$ cat src/rtl/mem_pkg.sv
// Shared definitions for the data memory load/store unit.
// Holds the access size encodings, the FSM state type and the error counter width.
package mem_pkg;

  localparam logic [1:0] SZ_BYTE = 2'b00;
  localparam logic [1:0] SZ_HALF = 2'b01;
  localparam logic [1:0] SZ_WORD = 2'b10;

  localparam int ERR_CNT_W = 8;

  typedef enum logic [1:0] {
    ST_IDLE,
    ST_ACCESS,
    ST_RESP
  } state_t;

endpackage

$ cat src/rtl/mem_load_align.sv
// Combinational load aligner.
// Selects the addressed lanes from an aligned 32-bit word and sign- or zero-extends them.
module mem_load_align
  import mem_pkg::*;
(
  input  logic [31:0] word,
  input  logic [1:0]  offset,
  input  logic [1:0]  size,
  input  logic        is_unsigned,
  output logic [31:0] data
);

  logic [7:0]  byte_sel;
  logic [15:0] half_sel;

  always_comb begin
    byte_sel = word[8*offset +: 8];
    half_sel = offset[1] ? word[31:16] : word[15:0];
    data     = word;
    case (size)
      SZ_BYTE: data = is_unsigned ? {24'h0, byte_sel} : {{24{byte_sel[7]}}, byte_sel};
      SZ_HALF: data = is_unsigned ? {16'h0, half_sel} : {{16{half_sel[15]}}, half_sel};
      default: data = word;
    endcase
  end

endmodule

$ cat src/rtl/data_memory_lsu.sv
// Byte-addressed little-endian data memory behind a three-state request/response handshake.
// Illegal, misaligned or out-of-range accesses are rejected and counted.
module data_memory_lsu
  import mem_pkg::*;
#(
  parameter int DEPTH_BYTES  = 256,
  parameter int ADDR_W       = 32,
  parameter int INIT_PATTERN = 1
) (
  input  logic                 clk,
  input  logic                 rst,
  input  logic                 req_valid,
  output logic                 req_ready,
  input  logic                 req_we,
  input  logic [1:0]           req_size,
  input  logic                 req_unsigned,
  input  logic [ADDR_W-1:0]    req_addr,
  input  logic [31:0]          req_wdata,
  output logic                 rsp_valid,
  input  logic                 rsp_ready,
  output logic [31:0]          rsp_rdata,
  output logic                 rsp_err,
  output logic [ERR_CNT_W-1:0] err_cnt
);

  localparam int IDX_W = $clog2(DEPTH_BYTES);

  typedef logic [7:0] mem_t [DEPTH_BYTES];

  function automatic mem_t init_mem();
    mem_t m;
    for (int i = 0; i < DEPTH_BYTES; i++) begin
      m[i] = (INIT_PATTERN != 0) ? 8'(i) : 8'h00;
    end
    return m;
  endfunction

  // Contents are set once at time zero and never touched by reset.
  mem_t mem = init_mem();

  state_t            state;
  logic              lat_we;
  logic [1:0]        lat_size;
  logic              lat_unsigned;
  logic [ADDR_W-1:0] lat_addr;
  logic [31:0]       lat_wdata;

  logic [IDX_W-1:0]  word_base;
  logic [1:0]        offset;
  logic [31:0]       raw_word;
  logic [31:0]       load_data;
  logic [ADDR_W:0]   end_addr;
  logic [3:0]        size_bytes;
  logic              access_err;
  logic [3:0]        byte_en;
  logic [31:0]       lane_data;

  assign offset    = lat_addr[1:0];
  assign word_base = {lat_addr[IDX_W-1:2], 2'b00};
  assign raw_word  = {mem[word_base + IDX_W'(3)], mem[word_base + IDX_W'(2)],
                      mem[word_base + IDX_W'(1)], mem[word_base]};
  assign lane_data = lat_wdata << {offset, 3'b000};

  // The range check uses one extra bit so high addresses cannot wrap into range.
  always_comb begin
    size_bytes = 4'd0;
    byte_en    = 4'b0000;
    access_err = 1'b0;
    case (lat_size)
      SZ_BYTE: begin
        size_bytes = 4'd1;
        byte_en    = 4'b0001 << offset;
      end
      SZ_HALF: begin
        size_bytes = 4'd2;
        byte_en    = offset[1] ? 4'b1100 : 4'b0011;
        access_err = lat_addr[0];
      end
      SZ_WORD: begin
        size_bytes = 4'd4;
        byte_en    = 4'b1111;
        access_err = |lat_addr[1:0];
      end
      default: access_err = 1'b1;
    endcase
    end_addr = {1'b0, lat_addr} + (ADDR_W+1)'(size_bytes);
    if (end_addr > (ADDR_W+1)'(DEPTH_BYTES)) begin
      access_err = 1'b1;
    end
  end

  mem_load_align u_align (
    .word        (raw_word),
    .offset      (offset),
    .size        (lat_size),
    .is_unsigned (lat_unsigned),
    .data        (load_data)
  );

  always_ff @(posedge clk) begin
    if (!rst && state == ST_ACCESS && lat_we && !access_err) begin
      for (int i = 0; i < 4; i++) begin
        if (byte_en[i]) begin
          mem[word_base + IDX_W'(i)] <= lane_data[8*i +: 8];
        end
      end
    end
  end

  always_ff @(posedge clk) begin
    if (rst) begin
      state        <= ST_IDLE;
      req_ready    <= 1'b1;
      rsp_valid    <= 1'b0;
      rsp_rdata    <= 32'h0;
      rsp_err      <= 1'b0;
      err_cnt      <= '0;
      lat_we       <= 1'b0;
      lat_size     <= SZ_BYTE;
      lat_unsigned <= 1'b0;
      lat_addr     <= '0;
      lat_wdata    <= 32'h0;
    end else begin
      case (state)
        ST_IDLE: begin
          if (req_valid) begin
            lat_we       <= req_we;
            lat_size     <= req_size;
            lat_unsigned <= req_unsigned;
            lat_addr     <= req_addr;
            lat_wdata    <= req_wdata;
            req_ready    <= 1'b0;
            state        <= ST_ACCESS;
          end
        end
        ST_ACCESS: begin
          rsp_valid <= 1'b1;
          rsp_err   <= access_err;
          rsp_rdata <= (lat_we || access_err) ? 32'h0 : load_data;
          state     <= ST_RESP;
        end
        ST_RESP: begin
          if (rsp_ready) begin
            if (rsp_err && err_cnt != '1) begin
              err_cnt <= err_cnt + 1'b1;
            end
            rsp_valid <= 1'b0;
            rsp_err   <= 1'b0;
            rsp_rdata <= 32'h0;
            req_ready <= 1'b1;
            state     <= ST_IDLE;
          end
        end
        default: state <= ST_IDLE;
      endcase
    end
  end

endmodule

$ cat config.mk
export PLATFORM = sky130hd
export DESIGN_NAME = data_memory_lsu
export DESIGN_NICKNAME = d
export VERILOG_FILES = /design/src/rtl/mem_pkg.sv /design/src/rtl/mem_load_align.sv /design/src/rtl/data_memory_lsu.sv
export SDC_FILE = /design/constraint.sdc
export NUM_CORES = 2
export LEC_CHECK = 0
export BUFFER_PORTS_ARGS = -buffer_cell sky130_fd_sc_hd__buf_2
export CORE_AREA = 2 2 391 393
export DETAILED_ROUTE_END_ITERATION = 6
export DIE_AREA = 0 0 393 395
export PLACE_DENSITY_LB_ADDON = 0.05
export SYNTH_ARGS = -nofsm -noshare
export SYNTH_HDL_FRONTEND = slang
export SYNTH_SLANG_ARGS = --single-unit
$ cat constraint.sdc
create_clock -name clk -period 5.7 [get_ports clk]
set_input_delay 0 -clock clk [delete_from_list [all_inputs] [get_ports clk]]
set_output_delay 0 -clock clk [all_outputs]
set_load 0.01 [all_outputs]
==> flow_summary.json <==
{
  "run_status": "finished with violations",
  "failed_checks": "design-rule violations",
  "clk_root_buffer_cell": "clkbuf_16",
  "start_util": 0.566,
  "asyncSetResetFlopFracSynth": 0,
  "dr.pass1.iters": 7,
  "clock.fmax_mhz": 190,
  "final_nets": 5005,
  "synth_cells": 4419,
  "ys_types": 84,
  "cp_cell_sequence": "nor2_1 > ha_1 > inv_1 > o31ai_2 > and4_1 > o211ai_1 > a211o_1 > nor4_4 > buf_4 > nand3_4 > buf_12 > nor4_2",
  "met1_usage": 0.498,
  "synth_area_leaders": "edfxtp_1, mux4_2, dfxtp_1, nor4_1, nand2_1",
  "clockBufferDepth": 3,
  "ant_nets": 0,
  "port_buffers": 114,
  "die_h_um": 395,
  "seq_area_frac_synth": 0.747,
  "drive_above_1_share": 0.296,
  "synth-main-ff-cell": "edfxtp_1",
  "gr-usage-met2": 0.517,
  "timing.critical_path.slowest_cell_delay_ns": 1.00,
  "clock_skew_ns": 0.0215,
  "crit_slowest_cell": "nor4_2",
  "drtIter0Drc": 7577,
  "worstSkewPairLatency_ns": 0.86,
  "power_mw": 33.8,
  "required_ns": 6.16,
  "grt_pass1_vias": 47500,
  "synth_area_sq_mm": 0.0856,
  "drc": 2,
  "worstSetupStartpointType": "flop",
  "htree_levels": 4,
  "use_met3": 0.0995,
  "syn_to_final_growth_pct": 17.1,
  "yosysTopAreaCellShare": 0.719,
  "fin_area_sq_mm": 0.100,
  "grt.total_usage": 0.352,
  "p_per_area_mw_per_mm2": 337,
  "wl_per_cell_um": 37.8,
  "core-area_sq_mm": 0.151,
  "fin_crit_sh": 0.926,
  "die_area_sq_mm": 0.155,
  "rsz0062_at_grt": "no",
  "vias_per_cell": 6.85,
  "path_clk_slew_ns": 0.06,
  "io_pins": 115,
  "cap_viol_max_count": 0,
  "grt_first_pass_wirelength_um": 376000,
  "cts_tree": "built",
  "maxSlewHeadroom": 0.171,
  "grt_overflow": 0,
  "ys_seq_elements": 2167,
  "clock-sinks": 2167,
  "hold_viol": 0,
  "vdd_drop_max_uv": 342,
  "worstSetupStartpoint": "lat_size[0]$_SDFFE_PP0P_",
  "yosysWarningCount": 0,
  "endpoint_kind": "flop",
  "finalCriticalPeriod_ns": 5.28,
  "grt_start_max_net_pins": 88,
  "criticalPathCategory": "flop to flop",
  "yosys.area.top_type": "edfxtp_1",
  "busiest_layer": "met2",
  "globalplace.congestion": 0.934,
  "worstMarginPinSlew_ns": 1.24,
  "cts_inserted_buffers": 211,
  "final.setup.tns_ns": 0,
  "cp_max_fo": 87,
  "utilization": 0.663,
  "die-width_um": 393,
  "num_rows": 143,
  "min_from": "req_size[0]",
  "mostFrequentLayoutCells": "edfxtp_1, mux4_2, nand2_1, buf_4, dlygate4sd3_1",
  "r2r-start": "lat_size[0]$_SDFFE_PP0P_",
  "antenna_found_initial": 14,
  "routed_wirelength_um": 270000,
  "min_path_type": "input port to flop",
  "syn_area_per_cell_sq_um": 19.4,
  "drv_slew": 0,
  "synthesis.nets": 4495,
  "final_common_cell": "edfxtp_1",
  "dp_hpwl_um": 169000,
  "leakagePower_nw": 29.4,
  "synth_edf_count": 2048,
  "setup_viol": 0,
  "cp.arrival_ns": 5.74,
  "num_vias": 48900,
  "dpl_cell_area_sq_mm": 0.0914
}
area by class of cell:
cell class | instances | area, sq um
antenna | 10 | 25.0
clock buffer | 260 | 5530
clock inverter | 124 | 1090
fill | 9882 | 51000
inverter | 12 | 45.0
multi-input combinational | 1931 | 21900
sequential | 2167 | 63900
tap | 2030 | 2540
timing repair buffer | 606 | 5090
Yosys cell counts, drive strengths merged, types with 5 or more instances:
cell type,instances
nand4,29
clkbuf,167
a22o,21
o2bb2ai,7
mux4,521
o21ai,34
edfxtp,2048
nor3,21
or3,8
a22oi,112
o211ai,21
xor2,8
a211o,8
nor4,197
a32oi,6
and4,7
a221oi,9
mux2i,72
mux2,22
nand2,317
nor3b,5
and3,9
buf,142
a21o,5
xnor2,9
and4b,5
nand2b,5
nor4b,5
nor2,129
a211oi,24
nand3,48
o2111ai,6
nor4bb,6
dfxtp,119
a31oi,8
a21oi,123
and2,24
o221ai,6
nor2b,26
inv,11
timing repair:
action	in CTS	in global routing
setup endpoints to repair	0	0
gates resized for setup	0	0
buffers inserted	0	0
hold endpoints to repair	102	0
hold buffers	216	0
path summary, 6_finish.rpt:
check,end,slack (ns),depth (start not counted)
max,mem[160][6]$_DFFE_PP_,0.42,12
min,lat_size[0]$_SDFFE_PP0P_,0.1,4
max reg2reg,mem[160][6]$_DFFE_PP_,0.42,12
min reg2reg,rsp_rdata[15]$_SDFFE_PP0P_,0.45,2
where the power goes:
part           switching, mW  total [mW]  leakage, nW  internal [mW]
sequential            0.0945        17.7         18.4           17.6
clock                   5.98        13.5         3.23           7.49
combinational           1.78        2.63         7.82          0.842
total                   7.86        33.8         29.4           25.9
critical path: cells and delay by family, from the launching register on:
family / cells / cell delay (ns)
AO/OA/AOI/OAI: 3 / 1.16
adder cells (fa/ha/maj): 1 / 0.38
buffers and inverters: 3 / 0.63
flip-flops: 1 / 0.55
AND/OR/NAND/NOR: 5 / 1.94
kinds of logic (layout without fill, tap and decap cells):
logic type               Yosys count  count (layout)  synth area share
flip-flops                      2167            2167             0.747
AND/OR/NAND/NOR                  857             857            0.0502
AO/OA/AOI/OAI                    438             438            0.0355
other                              0              10                 0
multiplexers                     615             615             0.148
buffers and inverters            321            1002            0.0169
adder cells (fa/ha/maj)            4               4          0.000585
XOR/XNOR                          17              17           0.00174
state kept, by name (all words and copies together) (netlist names), named ones only:
signal        flops
lat_we            1
err_cnt           8
mem            2048
state             2
rsp_err           1
req_ready         1
lat_addr         32
lat_size          2
lat_wdata        32
rsp_rdata        32
lat_unsigned      1
rsp_valid         1
per-layer routing:
layer  up-vias  part of all wire
met5         -            0.0010
met4        20             0.051
met3       635              0.12
met2      3340              0.45
met1     25500              0.37
li1      19400                 -
metrics by stage:
step,hold WS (ns),instances,worst slack [ns]
after floorplan,0.136,4419,0.371
after global placement,0.246,6530,0.681
after detailed placement,0.248,6530,0.614
after CTS,0.0275,7130,0.647
after global routing,0.0929,7130,0.317
final,0.0951,7140,0.424
Note: power is estimated with default switching activity, not from simulation.
